<file path="src/rtl/trivium_pkg.sv">
// Shared types and constants for the Trivium sequencing controller and its
// byte packer.
package trivium_pkg;

  localparam int TRIV_KEY_W      = 80;
  localparam int TRIV_IV_W       = 80;
  localparam int TRIV_WARMUP     = 1152;
  localparam int TRIV_WARM_MIN_W = 11;

  typedef enum logic [2:0] {
    S_IDLE,
    S_LOAD,
    S_WARM,
    S_RUN,
    S_HOLD
  } triv_state_e;

  // Warm-up counter width: clog2 of the round count, never narrower than 11.
  function automatic int warm_cnt_w(input int warmup);
    int w;
    w = $clog2(warmup);
    return (w > TRIV_WARM_MIN_W) ? w : TRIV_WARM_MIN_W;
  endfunction

endpackage

</file>
<file path="src/rtl/trivium_byte_pack.sv">
// LSB-first keystream byte packer: the first bit shifted in lands in bit 0.
// full_o flags the shift that completes a byte; byte_o is that byte.
module trivium_byte_pack (
  input  logic       clk,
  input  logic       rst,
  input  logic       clr_i,
  input  logic       shift_i,
  input  logic       bit_i,
  output logic [7:0] byte_o,
  output logic       full_o
);

  logic [7:0] sr_q;
  logic [2:0] cnt_q;

  always_ff @(posedge clk) begin
    if (rst || clr_i) begin
      sr_q  <= '0;
      cnt_q <= '0;
    end else if (shift_i) begin
      sr_q  <= {bit_i, sr_q[7:1]};
      cnt_q <= cnt_q + 3'd1;
    end
  end

  // The eighth bit is taken straight from the input so the byte can be
  // registered downstream in the same cycle it arrives.
  assign full_o = shift_i && (cnt_q == 3'd7);
  assign byte_o = {bit_i, sr_q[7:1]};

endmodule

</file>
<file path="src/rtl/trivium_ctrl.sv">
// Sequencing controller for the Trivium core: load, warm-up, then keystream
// bytes over valid/ready until the requested count, with abort at any point.
module trivium_ctrl
  import trivium_pkg::*;
#(
  parameter int WARMUP = TRIV_WARMUP,
  parameter int LEN_W  = 16
) (
  input  logic                  clk,
  input  logic                  rst,
  input  logic                  start,
  input  logic                  abort,
  input  logic [TRIV_KEY_W-1:0] key,
  input  logic [TRIV_IV_W-1:0]  iv,
  input  logic [LEN_W-1:0]      len,
  output logic                  busy,
  output logic                  done,
  output logic [7:0]            out_byte,
  output logic                  out_valid,
  input  logic                  out_ready,
  output logic                  core_load,
  output logic [TRIV_KEY_W-1:0] core_key,
  output logic [TRIV_IV_W-1:0]  core_iv,
  output logic                  core_step,
  input  logic                  core_z
);

  localparam int WARM_W = warm_cnt_w(WARMUP);
  localparam logic [WARM_W-1:0] WARM_LAST = WARM_W'(WARMUP - 1);

  triv_state_e state_q, state_d;

  logic [TRIV_KEY_W-1:0] key_q;
  logic [TRIV_IV_W-1:0]  iv_q;
  logic [LEN_W-1:0]      len_q;
  logic [LEN_W-1:0]      byte_cnt_q, byte_cnt_d, byte_cnt_inc;
  logic [WARM_W-1:0]     warm_cnt_q, warm_cnt_d;
  logic [7:0]            out_byte_q, out_byte_d;
  logic                  out_valid_q, out_valid_d;
  logic                  done_q, done_d;

  logic       accept;
  logic       handshake;
  logic       pack_clr;
  logic       pack_shift;
  logic       pack_full;
  logic [7:0] pack_byte;

  trivium_byte_pack u_pack (
    .clk     (clk),
    .rst     (rst),
    .clr_i   (pack_clr),
    .shift_i (pack_shift),
    .bit_i   (core_z),
    .byte_o  (pack_byte),
    .full_o  (pack_full)
  );

  assign handshake    = out_valid_q && out_ready;
  assign byte_cnt_inc = byte_cnt_q + LEN_W'(1);

  always_comb begin
    // NOTE: every output of this block gets a default first, otherwise a
    // path through the case that skips an assignment infers a latch.
    state_d     = state_q;
    byte_cnt_d  = byte_cnt_q;
    warm_cnt_d  = warm_cnt_q;
    out_byte_d  = out_byte_q;
    out_valid_d = out_valid_q;
    done_d      = 1'b0;
    accept      = 1'b0;
    pack_clr    = 1'b0;
    pack_shift  = 1'b0;
    core_load   = 1'b0;
    core_step   = 1'b0;

    case (state_q)
      S_IDLE: begin
        if (start) begin
          if (len != '0) begin
            accept     = 1'b1;
            pack_clr   = 1'b1;
            byte_cnt_d = '0;
            warm_cnt_d = '0;
            state_d    = S_LOAD;
          end else begin
            done_d = 1'b1;
          end
        end
      end
      S_LOAD: begin
        core_load = 1'b1;
        state_d   = S_WARM;
      end
      S_WARM: begin
        core_step = 1'b1;
        if (warm_cnt_q == WARM_LAST) begin
          warm_cnt_d = '0;
          state_d    = S_RUN;
        end else begin
          warm_cnt_d = warm_cnt_q + WARM_W'(1);
        end
      end
      S_RUN: begin
        core_step  = 1'b1;
        pack_shift = 1'b1;
        if (pack_full) begin
          out_byte_d  = pack_byte;
          out_valid_d = 1'b1;
          state_d     = S_HOLD;
        end
      end
      S_HOLD: begin
        // Core is stalled here, so its state survives any amount of backpressure.
        if (handshake) begin
          out_valid_d = 1'b0;
          byte_cnt_d  = byte_cnt_inc;
          if (byte_cnt_inc == len_q) begin
            state_d = S_IDLE;
            done_d  = 1'b1;
          end else begin
            state_d = S_RUN;
          end
        end
      end
      default: state_d = S_IDLE;
    endcase

    // Abort wins over everything, including the final handshake; a byte taken
    // in the abort cycle still counts, but no done is signalled.
    if (abort && (state_q != S_IDLE)) begin
      state_d     = S_IDLE;
      out_valid_d = 1'b0;
      done_d      = 1'b0;
      pack_clr    = 1'b1;
    end
  end

  always_ff @(posedge clk) begin
    // NOTE: sequential state uses non-blocking assignments so every register
    // samples the pre-edge values regardless of statement order.
    if (rst) begin
      state_q     <= S_IDLE;
      key_q       <= '0;
      iv_q        <= '0;
      len_q       <= '0;
      byte_cnt_q  <= '0;
      warm_cnt_q  <= '0;
      out_byte_q  <= '0;
      out_valid_q <= 1'b0;
      done_q      <= 1'b0;
    end else begin
      state_q     <= state_d;
      byte_cnt_q  <= byte_cnt_d;
      warm_cnt_q  <= warm_cnt_d;
      out_byte_q  <= out_byte_d;
      out_valid_q <= out_valid_d;
      done_q      <= done_d;
      if (accept) begin
        key_q <= key;
        iv_q  <= iv;
        len_q <= len;
      end
    end
  end

  assign busy      = (state_q != S_IDLE);
  assign done      = done_q;
  assign out_byte  = out_byte_q;
  assign out_valid = out_valid_q;
  assign core_key  = key_q;
  assign core_iv   = iv_q;

endmodule

</file>
<file path="config.mk">
export PLATFORM = sky130hd
export DESIGN_NAME = trivium_ctrl
export DESIGN_NICKNAME = d
export VERILOG_FILES = /design/src/rtl/trivium_pkg.sv /design/src/rtl/trivium_byte_pack.sv /design/src/rtl/trivium_ctrl.sv
export SDC_FILE = /design/constraint.sdc
export NUM_CORES = 1
export LEC_CHECK = 0
export ABC_AREA = 1
export BUFFER_PORTS_ARGS = -buffer_cell sky130_fd_sc_hd__buf_2
export CORE_ASPECT_RATIO = 1.1
export CORE_MARGIN = 1.5
export CORE_UTILIZATION = 40
export CTS_BUF_LIST = sky130_fd_sc_hd__clkbuf_4 sky130_fd_sc_hd__clkbuf_8
export DETAILED_ROUTE_END_ITERATION = 10
export PLACE_DENSITY = 0.68
export SLEW_MARGIN = 5
export SYNTH_ARGS = -nofsm -noshare
export SYNTH_HDL_FRONTEND = slang
export SYNTH_HIERARCHICAL = 1
export SYNTH_SLANG_ARGS = --single-unit
</file>
<file path="constraint.sdc">
create_clock -name clk -period 3.05 [get_ports clk]
set_input_delay 0.61 -clock clk [delete_from_list [all_inputs] [get_ports clk]]
set_output_delay 0.61 -clock clk [all_outputs]
set_load 0.01 [all_outputs]
</file>
After elaboration in Yosys (flattened, before gate mapping)
Cells that the tools add are included.
{ "op_classes": {"muxes": 30, "n_addsub": 3, "n_mul": 0, "eq_ne": 12, "bitwise_logic": 0, "n_reduce_logical": 17, "n_div": 0, "n_lt_le_gt_ge": 0, "shifts": 0} }
{ "ops": {"columns": ["cell", "n"], "rows": [
  ["$mux W16", 3],
  ["$mux W11", 3],
  ["$pmux W16 S2", 1],
  ["$pmux W11 S2", 1],
  ["$add A16 B1 Y16 const B", 1],
  ["$eq A16 B16 Y1", 1],
  ["$reduce_bool A16 Y1", 1],
  ["$mux W3", 5],
  ["$pmux W3 S5", 1],
  ["$mux W1", 13],
  ["$add A11 B1 Y11 const B", 1],
  ["$eq A11 B11 Y1 const B", 1],
  ["$ne A2 B2 Y1 const B", 5],
  ["$eq A3 B2 Y1 const B", 2],
  ["$eq A3 B3 Y1 const B", 2],
  ["$reduce_and A3 Y1", 2],
  ["$reduce_bool A2 Y1", 3],
  ["$reduce_and A5 Y1", 1],
  ["$pmux W1 S2", 2],
  ["$reduce_and A4 Y1", 1],
  ["$reduce_or A2 Y1", 2],
  ["$add A3 B1 Y3 const B", 1],
  ["$eq A3 B1 Y1 const B", 1],
  ["$logic_and A1 B1 Y1", 3],
  ["5 further kinds", 5]
]} }
{ "totals": {"out_inout_bits": 173, "ff_bits": 227, "elab_cells": 73, "ram_bits": 0, "n_memories": 0, "latchBits": 0, "in_bits": 182, "rom_bits": 0} }

Logic depth before layout (Yosys ltp)
{ "logic_depth": {"word_depth": 6, "ltp_mapped": 16, "ltp_nobuf": 15} }

Hierarchy
The synthesis kept the hierarchy.
{ "by_module_without_submodules": {"columns": ["module", "instances", "area_per_inst_um2", "cells_per_inst"], "rows": [
  ["trivium_ctrl", 1, 8728.4, 1168],
  ["trivium_byte_pack", 1, 473.0, 67]
]} }

Worst setup path after synthesis
OpenSTA, ideal clock, no wires.
{ "synth_path": {"kind": "input-to-reg", "from": "input len[4]", "to": "register u_pack.cnt_q[2]", "t_arrival_ns": 2.062, "path_slack_ns": 0.926, "t_required_ns": 2.988, "path_stages": 10, "n_path_buf": 3, "cell_sequence": "nor4_1 nand4_1 nand3_1 buf_2 buf_2 buf_2 nand2_1 nor2_4 nand2_1 nor2_2"} }
{ "synth_via": {"elab_chain_cells": 6} }
{ "synth_rtl": {"columns": ["element", "line", "rtl"], "rows": [
  ["start: declaration", "trivium_ctrl.sv:15", "input logic [LEN_W-1:0] len,"],
  ["$reduce_bool A16 Y1", "trivium_ctrl.sv:80", "if (len != '0) begin"],
  ["$mux W1", "trivium_ctrl.sv:80", null],
  ["$mux W1", "trivium_ctrl.sv:79", "if (start) begin"],
  ["$mux W1", "trivium_ctrl.sv:77", "case (state_q)"],
  ["$mux W1", "trivium_ctrl.sv:131", "if (abort && (state_q != S_IDLE)) begin"],
  ["via pack_clr", "trivium_ctrl.sv:44", "logic pack_clr;"],
  ["$logic_or A1 B1 Y1", "trivium_byte_pack.sv:17", "if (rst || clr_i) begin"],
  ["end signal: assignment", "trivium_byte_pack.sv:22", "cnt_q <= cnt_q + 3'd1;"],
  ["end: declaration", "trivium_byte_pack.sv:14", "logic [2:0] cnt_q;"]
]} }
The timed path passes the listed nets, and every way through them passes these cells.
A chain may end at the register's enable or synchronous reset.

Worst setup path after layout
{ "layout_path": {"from": "register state_q[1]", "to": "output busy"} }
{ "layout_via": {"elab_chain_cells": 1} }
{ "layout_rtl": {"columns": ["element", "line", "rtl"], "rows": [
  ["start: declaration", "trivium_ctrl.sv:31", "triv_state_e state_q, state_d;"],
  ["start signal: assignment", "trivium_ctrl.sv:153", "state_q <= state_d;"],
  ["$reduce_bool A3 Y1", "trivium_ctrl.sv:167", "assign busy = (state_q != S_IDLE);"],
  ["end: declaration", "trivium_ctrl.sv:16", "output logic busy,"]
]} }
No other way between the ends.

==> results.cfg <==
[logic_synthesis]
syn_area_per_cell_um2 = 7.45
synth_cell_types = 34
synth_compound_area_share_pct = 22.3
ys_seq_area_share_pct = 49.2
syn-num-nets = 1421
yosysWarnings = 6
synth-seq-cells = 226
synthMuxAreaShare_pct = 0
synth_top_family_by_area = compound AO/OA/AOI/OAI gates
synth_area_leaders = dfxtp_1 (49%), a21oi_1 (12%), o21ai_0 (10%), inv_1 (9.2%), nand2_1 (5.9%)
synthAdderAreaFrac_pct = 0.544
synth_top_cell_by_area = dfxtp_1
synthCells = 1235
synth_xor_area_share_pct = 0.626
synth_simple_gate_area_share_pct = 14.7
synth_area_um2 = 9200
synth.top_cell.area_share_pct = 49.2

[timing]
relSlewSlack_pct = 54.7
min_period_ps = 2190
slew_viol_final = 0
fin_hold_ws_ps = 375
setup_ws_ps = 858
tightestPinTransition_ps = 680
hold_violations = 0
period_share_pct = 71.9
fmaxAchievable_mhz = 456
skew_ps = 18.7
setup_viol = 0
setup-tns-final_ps = 0
rsz0062_at_grt = false

[placed_design]
dp_hpwl_um = 19200
port_buffers = 354
dp_slack_ps = 379
place_congestion = 0.896
dp.cells = 1842

[clocking]
cts_sinks = 226
cts_htree_levels = 2
cts_setup_buffers = 0
path_clk_slew_ps = 60
clk_root_buffer_cell = clkbuf_8
clockBufferDepth = 3
cts_tree = yes
numCtsBuffers = 40
cts_hold_buffers = 0
clk_latency_ps = 510
cts.repair.resized = 0

[floorplanning]
ios = 355
start_util_pct = 40.5
die_area_um2 = 23900
design.core.area_um2 = 22700
fp.dieW_um = 148
dieHeight_um = 162
row_count = 58

[critical_path]
critPathLaunchType = register
rr_worst_depth = 11
cp_max_fo = 6
crit_type = register to output port
critPathArrivalTime_ps = 1580
critical_path_required_ps = 2440
end_kind = output port

[pwr]
swShare_pct = 34.3
combPwrFrac_pct = 30.5
powerDensity_nw_per_um2 = 809
clkPwrFrac_pct = 29.8
power.leakage_nw = 5.61
p_int_mw = 6.46
pwr-share-seq_pct = 39.8
p_sw_mw = 3.38
peakVddDrop_mv = 0.548

[detailed_routing]
post_drt_wl_per_cell_um = 13.7
drtAntennaViolNets = 0
num_vias = 8930
viasPerCell = 4.68
drc = 0
highest_layer = met5
wl_met1_um = 10800
totalWireLength_um = 26100
drtPass1Iterations = 5
drt_iter0_markers = 347
wl_met2_um = 12700
wl_met3_um = 1890

[grt]
grt_pass1_wl_um = 40900
grt_remaining_overflow = 0
antenna_found_initial = 3
grt_pass1_vias = 8074
grt_max_degree = 79
track_usage_pct = 21.0

[layout]
multi_input_area_um2 = 3520
fill_cells = 2243
seqCellArea_um2 = 4520
final_nets = 1770
fin_util_pct = 53.5
final_cells = 1910
syn_to_final_growth_pct = 32.1
drive_gt1_share_pct = 29.7

[run_status]
status = complete, no violations

[job]
cap_violations = 0

[worst_hold_path]
hold_class = primary input to register
holdPathStages = 3
path summary, 6_finish.rpt:
path / from / endpoint / slack [ps]
setup / recovery: state_q[1]$_SDFFE_PP0P_ / busy / 860
hold reg to reg: core_key[39]$_SDFFE_PP0P_ / core_key[39]$_SDFFE_PP0P_ / 440
hold / removal: key[51] / core_key[51]$_SDFFE_PP0P_ / 370
setup reg to reg: byte_cnt_q[0]$_SDFFE_PP0P_ / done$_SDFF_PP0_ / 900
per-stage QoR:
step	power [mW]	instance area, um^2
2_1_floorplan	5.74	9200
3_3_place_gp	6.92	11300
3_5_place_dp	6.98	11300
4_1_cts	9.96	12100
5_1_grt	10.5	12200
6_report	9.84	12200
cells in the final DEF, fill, tap and decap left out, types with 6 or more instances in the layout:
cell type  count
buf_2        354
dfxtp_1      226
inv_1        225
a21oi_1      213
o21ai_0      186
nand2_1      144
nand3_1       52
nor2_1        48
clkbuf_8      48
nand4_1       13
buf_4         13
clkbuf_4      12
nor2_2        10
buf_12         8
nor3_1         6
worst max-delay path, cell delays in order, from the launching register on:
cell     delay (ps)
dfxtp_1         340
nor2_2          190
inv_2            80
nor2_2          200
inv_2           110
buf_2           160
kinds of logic (layout without fill, tap and decap cells):
family,after synthesis,count (layout)
AOI/OAI and AO/OA,405,405
buffers and inverters,298,671
and+or+nand+nor,297,297
DFF,226,226
xor gates and xnor gates,5,5
adders and majority gates,4,4
other,0,2
registers in the layout, summed over array words and instances, names as in the netlist:
name          cells
byte_cnt_q       16
core_iv          80
core_key         80
done              1
len_q            16
out_byte          8
out_valid         1
state_q           3
u_pack/cnt_q      3
u_pack/sr_q       7
warm_cnt_q       11
metal layers:
layer  vias to the layer above  GRT usage, %
met5                         -             0
li1                       4663             -
met2                       245          35.0
met3                        57          6.83
met1                      3963          25.2
met4                         2          8.00
area by class of cell:
class / count / share of cell area (%)
repair buffers: 375 / 16.7
diodes: 2 / 0.0412
well taps: 300 / 3.09
clock inverters: 6 / 0.659
clock buffers: 60 / 6.18
flip-flops and latches: 226 / 37.2
multi-input cells: 711 / 29.0
inverters: 230 / 7.12
power by group through the flow:
stage / logic [mW] / registers, mW / clock network [mW]
after CTS: 3.02 / 3.91 / 3.02
after global routing: 3.35 / 3.99 / 3.16
after floorplan: 1.52 / 4.21 / 0
after global placement: 2.98 / 3.95 / 0
final: 3.00 / 3.91 / 2.93
after detailed placement: 3.02 / 3.96 / 0
synth_stat cells (all sizes together):
master	count
ha	4
a21oi	215
nor3	6
o21ai	187
buf	28
xnor3	1
o31ai	1
nor2	63
clkbuf	40
nand4	14
nand3	54
nand3b	1
xor2	4
nor3b	1
or2	2
nand2	150
nor4	6
dfxtp	226
o21bai	2
inv	230
(Power assumes the default switching activity.)
